**src/rtl/multi_channel_counter.sv**
```systemverilog
// Bank of CHANNELS up/down counters; one channel (Slt) steps, loads or wraps per cycle.
// Optional sticky overflow flags are built when MULTI_CHANNEL_COUNTER_STICKY_EN is defined.
module multi_channel_counter #(
    parameter int WIDTH    = 64,
    parameter int CHANNELS = 2,
    parameter int SEL_W    = 1,
    parameter int SATURATE = 0
) (
    input  logic                      Clk,
    input  logic                      Reset,
    input  logic                      En,
    input  logic [SEL_W-1:0]          Slt,
    input  logic                      Dir,
    input  logic                      Load,
    input  logic [WIDTH-1:0]          Load_val,
    input  logic                      Clr_all,
    output logic [CHANNELS*WIDTH-1:0] Output,
    output logic [WIDTH-1:0]          Sel_out,
    output logic [CHANNELS-1:0]       Wrap
`ifdef MULTI_CHANNEL_COUNTER_STICKY_EN
    ,
    output logic [CHANNELS-1:0]       Ovf_sticky
`endif
);

    logic [WIDTH-1:0] count [CHANNELS];
    logic             sel_valid;
    logic [WIDTH-1:0] sel_val;
    logic [WIDTH-1:0] step_val;
    logic [WIDTH-1:0] next_val;
    logic             at_limit;

    // The extra bit lets CHANNELS == 2**SEL_W be represented in the compare.
    assign sel_valid = ({1'b0, Slt} < (SEL_W+1)'(CHANNELS));

    always_comb begin
        sel_val = '0;
        for (int i = 0; i < CHANNELS; i++) begin
            if (sel_valid && Slt == SEL_W'(i)) begin
                sel_val = count[i];
            end
        end
    end

    always_comb begin
        Output = '0;
        for (int i = 0; i < CHANNELS; i++) begin
            Output[i*WIDTH +: WIDTH] = count[i];
        end
    end

    assign Sel_out  = sel_val;
    assign at_limit = Dir ? (sel_val == '0) : (sel_val == '1);
    assign step_val = Dir ? sel_val - WIDTH'(1) : sel_val + WIDTH'(1);
    // In saturate mode a step past the limit leaves the value in place.
    assign next_val = (SATURATE != 0 && at_limit) ? sel_val : step_val;

    always_ff @(posedge Clk or negedge Reset) begin
        if (!Reset) begin
            for (int i = 0; i < CHANNELS; i++) begin
                count[i] <= '0;
            end
            Wrap <= '0;
        end else if (Clr_all) begin
            for (int i = 0; i < CHANNELS; i++) begin
                count[i] <= '0;
            end
            Wrap <= '0;
        end else begin
            Wrap <= '0;
            for (int i = 0; i < CHANNELS; i++) begin
                if (sel_valid && Slt == SEL_W'(i)) begin
                    if (Load) begin
                        count[i] <= Load_val;
                    end else if (En) begin
                        count[i] <= next_val;
                        Wrap[i]  <= at_limit;
                    end
                end
            end
        end
    end

`ifdef MULTI_CHANNEL_COUNTER_STICKY_EN
    always_ff @(posedge Clk or negedge Reset) begin
        if (!Reset) begin
            Ovf_sticky <= '0;
        end else if (Clr_all) begin
            Ovf_sticky <= '0;
        end else begin
            for (int i = 0; i < CHANNELS; i++) begin
                if (sel_valid && Slt == SEL_W'(i) && !Load && En && at_limit) begin
                    Ovf_sticky[i] <= 1'b1;
                end
            end
        end
    end
`endif

endmodule

```
**config.mk**
```make
export PLATFORM = sky130hd
export DESIGN_NAME = multi_channel_counter
export DESIGN_NICKNAME = d
export VERILOG_FILES = /design/src/rtl/multi_channel_counter.sv
export SDC_FILE = /design/constraint.sdc
export NUM_CORES = 1
export LEC_CHECK = 0
export BUFFER_PORTS_ARGS = -buffer_cell sky130_fd_sc_hd__buf_2
export CAP_MARGIN = 10
export CORE_ASPECT_RATIO = 1.75
export CORE_MARGIN = 5
export CORE_UTILIZATION = 35
export CTS_CLUSTER_DIAMETER = 80
export DETAILED_ROUTE_END_ITERATION = 8
export SLEW_MARGIN = 20
export SYNTH_ARGS = -nofsm -noshare
export SYNTH_HDL_FRONTEND = slang
export SYNTH_SLANG_ARGS = --single-unit
```
**constraint.sdc**
```tcl
create_clock -name Clk -period 3.84 [get_ports Clk]
set_clock_uncertainty 0.05 [all_clocks]
set_input_delay 0.768 -clock Clk [delete_from_list [all_inputs] [get_ports Clk]]
set_output_delay 0.768 -clock Clk [all_outputs]
set_load 0.02 [all_outputs]
```
=== Word-level counts from Yosys, hierarchy flattened ===
Cells that the tools add are included.

* Register bits: 130
* Input bits: 71
* Output and inout port bits: 194
* Word-level logic and storage cells: 25

* $add $sub $neg: 2
* Equality and inequality tests: 2
* Mux-type cells: 13
* Reductions and logical operators: 5

{| class="wikitable"
|+ Operators with widths
! kind !! count
|-
| $mux 64 || 6
|-
| $mux 128 || 1
|-
| $add 64x1->64 const B || 1
|-
| $eq 64x64->1 const B || 1
|-
| $logic_not 64->1 || 1
|-
| $sub 64x1->64 const B || 1
|-
| $mux 1 || 5
|-
| $reduce_and 2->1 || 2
|-
| $reduce_bool 3->1 || 1
|-
| $mux 2 || 1
|-
| $ne 2x1->1 const B || 1
|-
| $reduce_bool 2->1 || 1
|}

=== Depth between registers and ports, before layout ===
Gate-level depths: netlist of the first run.

* Depth after elaboration: 7
* Gate-level depth with buffers: 17
* Mapped depth without buffers: 13

=== Least setup slack after synthesis of the first run ===
No wires, ideal clock.

* Path kind: input to register
* Start: input Slt
* End: register count (netlist bit Output[123])
* Setup time: 0.077 ns
* Arrival time: 4.938 ns
* Required time: 3.713 ns
* Path slack: -1.224 ns
* Cell stages on the path: 16
* Buffers on the path: 5
* Cell sequence: buf_2 -> buf_2 -> clkbuf_1 -> buf_1 -> mux2_2 -> ha_1 -> buf_2 -> nand4_1 -> or4_1 -> a31o_1 -> a21oi_2 -> nor3_2 -> or3b_4 -> mux2i_1 -> or4_1 -> o21ai_1

* Cells in the longest elaborated chain, start to end: 7
* Elaborated cells on any way between the ends: 10
* Classes of those cells: 2 x add/sub; 6 x mux; 2 x reduce/logical

{| class="wikitable"
|+ RTL lines
! element !! line !! RTL
|-
| from (decl) || 12 || <nowiki>input logic [SEL_W-1:0] Slt,</nowiki>
|-
| $mux 64 (*) || 39 || <nowiki>if (sel_valid && Slt == SEL_W'(i)) begin</nowiki>
|-
| named net Sel_out[15] || 18 || <nowiki>output logic [WIDTH-1:0] Sel_out,</nowiki>
|-
| $add 64x1->64 or $sub 64x1->64 (tied branches) || 54 || <nowiki>assign step_val = Dir ? sel_val - WIDTH'(1) : sel_val + WIDTH'(1);</nowiki>
|-
| $mux 64 (*) || 54 ||
|-
| $mux 64 (*) || 75 || <nowiki>end else if (En) begin</nowiki>
|-
| $mux 64 (*) || 73 || <nowiki>if (Load) begin</nowiki>
|-
| $mux 64 (*) || 72 || <nowiki>if (sel_valid && Slt == SEL_W'(i)) begin</nowiki>
|-
| $mux 128 (*) || 64 || <nowiki>end else if (Clr_all) begin</nowiki>
|-
| to (signal, indexed assignment) || 74 || <nowiki>count[i] <= Load_val;</nowiki>
|-
| to (signal, indexed assignment) || 76 || <nowiki>count[i] <= next_val;</nowiki>
|-
| to (decl) || 26 || <nowiki>logic [WIDTH-1:0] count [CHANNELS];</nowiki>
|}

The timed path passes the listed nets; every way through them passes the cells marked *. The select of a mux whose other input is x is not followed.
A chain may end at the register's enable or synchronous reset.

=== Worst setup path in the final report of the first run ===
* Start: input Slt
* End: register count (netlist bit Output[123])

* Cells in the longest elaborated chain, start to end: 7
* Elaborated cells on any way between the ends: 10
* Classes of those cells: 2 x add/sub; 6 x mux; 2 x reduce/logical

{| class="wikitable"
|+ RTL lines
! element !! line
|-
| $mux 64 || 39
|-
| $add 64x1->64 or $sub 64x1->64 (tied branches) || 54
|-
| $mux 64 || 54
|-
| $mux 64 || 75
|-
| $mux 64 || 73
|-
| $mux 64 || 72
|-
| $mux 128 || 64
|}

Several ways; a longest one is shown, not always the timed one. The select of a mux whose other input is x is not followed.

==> metrics.txt, run 1 <==
# TYPE chip_impl_metric gauge
chip_impl_info{name="outcome",value="complete, no violations"} 1
chip_impl_metric{name="gpl.final_weighted_congestion",unit=""} 1.03
chip_impl_metric{name="syn-cell-area",unit="mm2"} 0.0109
chip_impl_info{name="critical_path.reg2reg.endpoint",value="Output[39]"} 1
chip_impl_metric{name="dieWidth",unit="um"} 143
chip_impl_metric{name="grt_first_pass_wirelength",unit="um"} 86800
chip_impl_metric{name="i_o_buffers",unit=""} 264
chip_impl_info{name="synthDominantAreaCellType",value="sky130_fd_sc_hd__dfrtp_1"} 1
chip_impl_metric{name="power.leakage",unit="nW"} 8.90
chip_impl_info{name="cts_tree",value="done"} 1
chip_impl_metric{name="post_drt_wl_per_cell",unit="um"} 24.3
chip_impl_info{name="synthMostInstantiatedCell",value="sky130_fd_sc_hd__nand2_1"} 1
chip_impl_metric{name="period_minus_slack",unit="ns"} 3.81
chip_impl_info{name="startpoint_type",value="primary input"} 1
chip_impl_metric{name="fillerInstances",unit=""} 2929
chip_impl_info{name="cts-root-buf",value="sky130_fd_sc_hd__clkbuf_16"} 1
chip_impl_metric{name="r2r_setup_slack",unit="ns"} 0.16
chip_impl_metric{name="final_util",unit="%"} 56.9
chip_impl_metric{name="syn-num-nets",unit=""} 1542
chip_impl_metric{name="synth-seq-area-share",unit="%"} 29.9
chip_impl_info{name="grt_setup_unrepaired",value="true"} 1
chip_impl_metric{name="fmaxAchievable",unit="MHz"} 263
chip_impl_metric{name="ios",unit=""} 265
chip_impl_metric{name="worst_path_clk_slew",unit="ns"} 0.06
chip_impl_metric{name="yosys.area.top_type_share",unit="%"} 29.9
chip_impl_metric{name="synth_async_reset_ratio",unit="%"} 100
chip_impl_info{name="synthFlopType",value="sky130_fd_sc_hd__dfrtp_1"} 1
chip_impl_metric{name="drc_violations",unit=""} 0
chip_impl_metric{name="finalWirelength",unit="um"} 59800
chip_impl_metric{name="tightest_slew",unit="ns"} 0.849
chip_impl_metric{name="timing.critical_path.required",unit="ns"} 4.18
chip_impl_info{name="biggest_area_contributors_in_the_synthesized_netlist",value="sky130_fd_sc_hd__dfrtp_1, sky130_fd_sc_hd__nand2_1, sky130_fd_sc_hd__ha_1, sky130_fd_sc_hd__mux2i_1, sky130_fd_sc_hd__a21oi_1"} 1
chip_impl_metric{name="start_util",unit="%"} 35.4
chip_impl_metric{name="synth_enable_flop_cells",unit=""} 0
chip_impl_metric{name="cell_depth_of_the_worst_flop_to_flop_path",unit=""} 16
chip_impl_metric{name="synthCells",unit=""} 1408
chip_impl_metric{name="cap_violations",unit=""} 0
chip_impl_metric{name="slew-limit-headroom",unit="%"} 43.3
chip_impl_metric{name="die-area",unit="mm2"} 0.0348
chip_impl_metric{name="nets",unit=""} 2187
chip_impl_metric{name="clock_latency",unit="ns"} 0.46
chip_impl_metric{name="rows",unit=""} 85
chip_impl_metric{name="ys_ff_latch",unit=""} 130
chip_impl_info{name="endpoint_kind",value="register"} 1
chip_impl_metric{name="first_pass_iters",unit=""} 5
chip_impl_metric{name="max-vdd-ir-drop",unit="uV"} 382
chip_impl_info{name="min_path_type",value="primary input to async pin"} 1
chip_impl_info{name="synth_common_cells",value="sky130_fd_sc_hd__nand2_1, sky130_fd_sc_hd__nor2_1, sky130_fd_sc_hd__dfrtp_1"} 1
chip_impl_metric{name="power_per_cell_area",unit="mW/mm2"} 508
chip_impl_metric{name="cp_max_fo",unit=""} 7
chip_impl_metric{name="postLayoutSetupSlackWorst",unit="ns"} 0.0334
chip_impl_metric{name="cts_made_buffers",unit=""} 17
chip_impl_info{name="crit-reg2reg-launch",value="Output[16]"} 1
chip_impl_metric{name="post_synth.cell_area_avg",unit="um2"} 7.72
chip_impl_metric{name="clock-sinks",unit=""} 130
chip_impl_metric{name="layout-drive-gt1-share",unit="%"} 44.2
chip_impl_metric{name="antenna_violating_nets_left",unit=""} 0
chip_impl_metric{name="num_vias",unit=""} 13900
chip_impl_metric{name="netlist-cell-type-count",unit=""} 67
chip_impl_metric{name="n_antenna_cell",unit=""} 0
chip_impl_metric{name="grt_start_max_net_pins",unit=""} 80
chip_impl_metric{name="hold_buffers",unit=""} 0
chip_impl_metric{name="period_share",unit="%"} 99.1
chip_impl_metric{name="chipHeight",unit="um"} 243
chip_impl_info{name="worstSetupPathType",value="primary input to register"} 1
chip_impl_metric{name="detailed_place_hpwl",unit="um"} 48600
chip_impl_metric{name="global_route_total_overflow",unit=""} 0
chip_impl_metric{name="dp_worst_setup_slack",unit="ns"} -0.918
chip_impl_metric{name="finish.cell_count_without_fillers",unit=""} 2457
chip_impl_metric{name="critical_path_arrival",unit="ns"} 4.14
chip_impl_metric{name="placeableCoreArea",unit="mm2"} 0.0307
chip_impl_metric{name="first_global_vias",unit=""} 14400
chip_impl_metric{name="finalHoldViolations",unit=""} 0
chip_impl_metric{name="first_iter_violations",unit=""} 812
chip_impl_metric{name="htree_levels",unit=""} 4
chip_impl_metric{name="report.final.setup_viol",unit=""} 0
chip_impl_metric{name="final-max-slew-violation-count",unit=""} 0
chip_impl_metric{name="ctsLongestPathBuffers",unit=""} 2
chip_impl_metric{name="vias_per_cell",unit=""} 5.66
chip_impl_metric{name="antenna_found_initial",unit=""} 0
chip_impl_metric{name="area_growth",unit="%"} 61.0
chip_impl_metric{name="dpl.cell_count",unit=""} 2397
chip_impl_metric{name="grtUsageTotal",unit="%"} 33.6
chip_impl_metric{name="yosysWarningCount",unit=""} 0
-- sequential cells by signal (all words and copies together) (netlist names) --
signal,flops
Wrap,2
Output,128
-- cell usage in the layout (no fill, tap or decap), drive strengths merged, types with 9 or more instances in the layout --
cell type	count
a211oi	14
a21o	28
a21oi	121
a31oi	30
buf	717
clkbuf	21
dfrtp	130
ha	62
inv	78
mux2	16
mux2i	64
nand2	216
nand3	29
nand4	46
nor2	135
nor3	19
nor4	24
o211ai	9
o21a	15
o21ai	76
o21bai	20
o31ai	46
xnor2	29
xor2	25
-- worst max-delay path, stage by stage --
cell and delay (ns):
sky130_fd_sc_hd__buf_16 0.12, sky130_fd_sc_hd__buf_12 0.12, sky130_fd_sc_hd__mux2i_1 0.19, sky130_fd_sc_hd__buf_4 0.21, sky130_fd_sc_hd__inv_1 0.07, sky130_fd_sc_hd__ha_1 0.34
sky130_fd_sc_hd__buf_4 0.16, sky130_fd_sc_hd__buf_4 0.13, sky130_fd_sc_hd__nand4_1 0.24, sky130_fd_sc_hd__or3_4 0.45, sky130_fd_sc_hd__o32ai_4 0.15, sky130_fd_sc_hd__nor3_2 0.08
sky130_fd_sc_hd__or3b_4 0.40, sky130_fd_sc_hd__mux2i_1 0.13, sky130_fd_sc_hd__or4_4 0.44, sky130_fd_sc_hd__o21ai_2 0.14
-- cells by family (layout without fill, tap and decap cells) --
group | Yosys count | in the layout | share of synthesized area (%)
AOI/OAI and AO/OA | 397 | 397 | 23.3
xor gates and xnor gates | 54 | 54 | 4.35
adders and majority gates | 63 | 63 | 7.32
buffers and inverters | 166 | 824 | 6.04
DFF | 130 | 130 | 29.9
muxes | 80 | 80 | 7.55
and+or+nand+nor | 518 | 518 | 21.5
-- how the worst max path moves through the flow --
| stage | from | end | slack, ns | cells past startpoint |
|---|---|---|---|---|
| global placement | Slt | Output[90] | -0.91 | 17 |
| global route | Slt | Output[123] | -0.03 | 16 |
| detailed placement | Slt | Output[90] | -0.92 | 17 |
| finish | Slt | Output[123] | 0.03 | 16 |
| floorplan | Slt | Output[123] | -0.27 | 16 |
| CTS | Slt | Output[112] | -0.006 | 16 |
-- metrics by stage --
step | hold WS, ns | total power (W) | TNS [ns] | cell area (um2)
floorplan | 0.422 | 0.00413 | -3.07 | 11100
global placement | 0.424 | 0.00675 | -57.74 | 15800
detailed placement | 0.437 | 0.00678 | -60.63 | 15800
CTS | 0.340 | 0.00865 | -0.00576 | 16900
global route | 0.382 | 0.00927 | -0.100 | 17500
finish | 0.313 | 0.00889 | 0 | 17500
-- cell type report --
| class | instances | area, um2 | area share [%] |
|---|---|---|---|
| inverters | 73 | 274 | 1.57 |
| multi-input cells | 1112 | 7900 | 45.2 |
| repair buffers | 719 | 4990 | 28.5 |
| clock buffers | 19 | 443 | 2.53 |
| flip-flops and latches | 130 | 3250 | 18.6 |
| clock inverters | 13 | 146 | 0.837 |
| well taps | 391 | 489 | 2.80 |
-- power by group --
| part | internal (W) | switching (W) | total [W] | leakage [nW] |
|---|---|---|---|---|
| sequential | 0.00159 | 0.000285 | 0.00188 | 1.68 |
| clock | 0.000981 | 0.000712 | 0.00169 | 0.286 |
| combinational | 0.00235 | 0.00297 | 0.00532 | 6.94 |
| total | 0.00492 | 0.00397 | 0.00889 | 8.90 |
-- layer usage --
metal | global-route usage, % | routed length (um) | up-vias
li1 | - | - | 6354
met1 | 31.8 | 19200 | 6667
met2 | 61.3 | 30700 | 640
met3 | 4.49 | 3130 | 250
met4 | 29.6 | 6770 | 0
met5 | 0 | 0 | -
-- what timing repair did --
action                     in CTS  in global routing
hold endpoints to repair        0                  0
cloned                          0                  2
pin swaps                       8                 31
buffers inserted                7                 19
setup endpoints to repair      73                 72
resized for setup              74                 83
Note: power is estimated with default switching activity, not from simulation.
==> run 2, diff against run 1 <==
Clock period 3.84 ns to 3.2 ns, I/O delays scaled along.
==> run 2 against run 1 <==
  * The run now ends with setup timing left
  * Hold slack lost 0.24 ns
  * Sequential share of layout area shrank 2.6 points
  * Total power grew 34%
  * Critical path type unchanged
==> metrics.txt, run 2 (synthesis results as in run 1) <==
# TYPE chip_impl_metric gauge
chip_impl_info{name="violations_in_the_final_reports",value="setup timing"} 1
chip_impl_metric{name="postLayoutSetupSlackWorst",unit="ns"} -0.542
chip_impl_info{name="endpoint_kind",value="register"} 1
chip_impl_metric{name="layout-drive-gt1-share",unit="%"} 57.1
chip_impl_metric{name="num_vias",unit=""} 14900
chip_impl_metric{name="grt_first_pass_wirelength",unit="um"} 89700
chip_impl_metric{name="start_util",unit="%"} 35.4
chip_impl_info{name="cts-root-buf",value="sky130_fd_sc_hd__clkbuf_16"} 1
chip_impl_metric{name="power.leakage",unit="nW"} 10.0
chip_impl_metric{name="max-vdd-ir-drop",unit="uV"} 473
chip_impl_metric{name="timing.critical_path.required",unit="ns"} 3.53
chip_impl_metric{name="report.final.setup_viol",unit=""} 92
chip_impl_info{name="outcome",value="complete, but fails checks"} 1
chip_impl_metric{name="period_share",unit="%"} 117
chip_impl_metric{name="area_growth",unit="%"} 87.1
chip_impl_metric{name="fillerInstances",unit=""} 2525
chip_impl_metric{name="fmaxAchievable",unit="MHz"} 267
chip_impl_metric{name="antenna_found_initial",unit=""} 1
chip_impl_metric{name="tightest_slew",unit="ns"} 0.841
chip_impl_info{name="crit-reg2reg-launch",value="Output[12]"} 1
chip_impl_info{name="cts_tree",value="done"} 1
chip_impl_info{name="grt_setup_unrepaired",value="true"} 1
chip_impl_metric{name="vias_per_cell",unit=""} 5.67
chip_impl_metric{name="chipHeight",unit="um"} 243
chip_impl_metric{name="power.clock.fraction",unit="%"} 17.3
chip_impl_metric{name="cap_violations",unit=""} 0
chip_impl_metric{name="period_minus_slack",unit="ns"} 3.74
chip_impl_metric{name="first_global_vias",unit=""} 15100
chip_impl_metric{name="flip_flop_count_of_the_largest_register_all_copies_and_words_added",unit=""} 128
chip_impl_metric{name="post_detailed_placement_cell_area",unit="mm2"} 0.0166
chip_impl_metric{name="worst_path_clk_slew",unit="ns"} 0.06
chip_impl_info{name="mostFrequentLayoutCells",value="sky130_fd_sc_hd__buf_4, sky130_fd_sc_hd__buf_2, sky130_fd_sc_hd__nand2_1"} 1
chip_impl_metric{name="net-switching-power",unit="W"} 0.00528
chip_impl_info{name="startpoint_type",value="primary input"} 1
chip_impl_metric{name="cp_max_fo",unit=""} 7
chip_impl_metric{name="finalHoldViolations",unit=""} 0
chip_impl_metric{name="setup-tns-final",unit="ns"} -20.46
chip_impl_metric{name="placeableCoreArea",unit="mm2"} 0.0307
chip_impl_metric{name="slew-limit-headroom",unit="%"} 43.4
chip_impl_info{name="min_path_type",value="primary input to async pin"} 1
chip_impl_metric{name="power.internal",unit="W"} 0.00664
chip_impl_metric{name="first_pass_iters",unit=""} 5
chip_impl_metric{name="grt_start_max_net_pins",unit=""} 64
chip_impl_metric{name="antenna_violating_nets_left",unit=""} 0
chip_impl_metric{name="finalWirelength",unit="um"} 63000
chip_impl_metric{name="i_o_buffers",unit=""} 264
chip_impl_info{name="cp-startpoint",value="Slt"} 1
chip_impl_metric{name="final_util",unit="%"} 66.1
chip_impl_metric{name="seq_power_share",unit="%"} 18.4
chip_impl_metric{name="global_route_total_overflow",unit=""} 0
chip_impl_metric{name="clock_latency",unit="ns"} 0.46
chip_impl_metric{name="ios",unit=""} 265
chip_impl_metric{name="power.share.switching",unit="%"} 44.3
chip_impl_metric{name="power.total",unit="W"} 0.0119
chip_impl_metric{name="hold_buffers",unit=""} 0
chip_impl_metric{name="htree_levels",unit=""} 4
chip_impl_metric{name="die-area",unit="mm2"} 0.0348
chip_impl_metric{name="final-max-slew-violation-count",unit=""} 0
chip_impl_info{name="layout.cells.most_common",value="sky130_fd_sc_hd__buf_4"} 1
chip_impl_metric{name="finalInstanceArea",unit="mm2"} 0.0203
chip_impl_metric{name="dieWidth",unit="um"} 143
chip_impl_metric{name="nets",unit=""} 2352
chip_impl_metric{name="detailed_place_hpwl",unit="um"} 48200
chip_impl_metric{name="critical_path_arrival",unit="ns"} 4.08
chip_impl_metric{name="ctsLongestPathBuffers",unit=""} 2
chip_impl_info{name="worstSetupPathType",value="primary input to register"} 1
chip_impl_metric{name="p_comb_share",unit="%"} 64.4
chip_impl_metric{name="cts_made_buffers",unit=""} 17
chip_impl_metric{name="grtUsageTotal",unit="%"} 34.5
chip_impl_metric{name="clock-sinks",unit=""} 130
chip_impl_metric{name="gpl.final_weighted_congestion",unit=""} 1.10
chip_impl_metric{name="first_iter_violations",unit=""} 1064
chip_impl_metric{name="drc_violations",unit=""} 0
chip_impl_metric{name="rows",unit=""} 85
chip_impl_metric{name="post_drt_wl_per_cell",unit="um"} 24.0
chip_impl_metric{name="power_per_cell_area",unit="mW/mm2"} 587
==> run 2: cell types whose count changed in the layout (fill, tap and decap cells not counted), moves of 13 or more <==
cell                      delta
sky130_fd_sc_hd__buf_6      +30
sky130_fd_sc_hd__nand2_1    -18
sky130_fd_sc_hd__mux2i_4    +23
sky130_fd_sc_hd__inv_2      +14
sky130_fd_sc_hd__o31ai_1    -15
sky130_fd_sc_hd__buf_4     +133
sky130_fd_sc_hd__ha_4       +13
sky130_fd_sc_hd__inv_1      -17
sky130_fd_sc_hd__a21oi_2    +27
sky130_fd_sc_hd__a21oi_1    -39
sky130_fd_sc_hd__o21ai_2    +13
sky130_fd_sc_hd__ha_1       -14
sky130_fd_sc_hd__o21ai_0    -25
sky130_fd_sc_hd__nand2_2    +17
==> run 2: power by group through the flow <==
stage	logic (W)	clock network (W)	registers [W]
after floorplan	0.00250	0	0.00246
after global placement	0.00620	0	0.00212
after detailed placement	0.00623	0	0.00213
after CTS	0.00697	0.00208	0.00218
after global routing	0.00805	0.00215	0.00221
final	0.00767	0.00206	0.00219
==> run 2: cell type report <==
cell class / instances / area (um2) / share of cell area [%]
antenna: 2 / 5.00 / 0.0246
clock buffer: 17 / 425 / 2.09
clock inverter: 15 / 170 / 0.837
inverter: 73 / 282 / 1.38
multi-input combinational: 1112 / 9310 / 45.8
sequential: 130 / 3250 / 16.0
tap: 391 / 489 / 2.41
timing repair buffer: 884 / 6390 / 31.5
==> run 2: metal layers <==
layer	GRT usage, %	part of all wire, %
met5	0	0
met4	30.4	11
met3	5.44	6.3
met2	61.6	51
met1	33.4	31
==> run 2: worst max-delay path, stage by stage <==
cell and delay [ns]:
sky130_fd_sc_hd__buf_16 0.13, sky130_fd_sc_hd__buf_12 0.16, sky130_fd_sc_hd__buf_16 0.15, sky130_fd_sc_hd__mux2i_4 0.32, sky130_fd_sc_hd__inv_2 0.09, sky130_fd_sc_hd__ha_4 0.27
sky130_fd_sc_hd__nand4_1 0.22, sky130_fd_sc_hd__or2_4 0.33, sky130_fd_sc_hd__or3_4 0.35, sky130_fd_sc_hd__o32ai_4 0.17, sky130_fd_sc_hd__nor3_2 0.10, sky130_fd_sc_hd__or3b_4 0.41
sky130_fd_sc_hd__mux2i_1 0.13, sky130_fd_sc_hd__or4_4 0.43, sky130_fd_sc_hd__o21ai_2 0.14
==> run 2: repair_timing <==
action | CTS | global route
cloned | 3 | 1
endpoints found under the setup margin | 112 | 103
pin swaps | 66 | 153
resized for setup | 296 | 191
buffers inserted | 57 | 44
hold endpoints to repair | 0 | 0
==> run 2: path summary, 6_finish.rpt <==
path	slack (ns)	end	cells past startpoint
setup / recovery	-0.54	Output[59]	15
hold / removal	0.07	Output[8]	1
setup reg to reg	-0.33	Output[59]	12
hold reg to reg	0.52	Output[62]	2
max in group asynchronous	2.27	Output[101]	2
min in group Clk	0.41	Output[47]	3
==> run 2: through the flow <==
stage / std cells / hold slack (ns) / worst slack (ns)
floorplan: 1408 / 0.294 / -0.780
global placement: 2505 / 0.437 / -1.60
detailed placement: 2505 / 0.450 / -1.63
CTS: 2588 / 0.0666 / -0.435
global route: 2623 / 0.0923 / -0.582
finish: 2624 / 0.0729 / -0.542
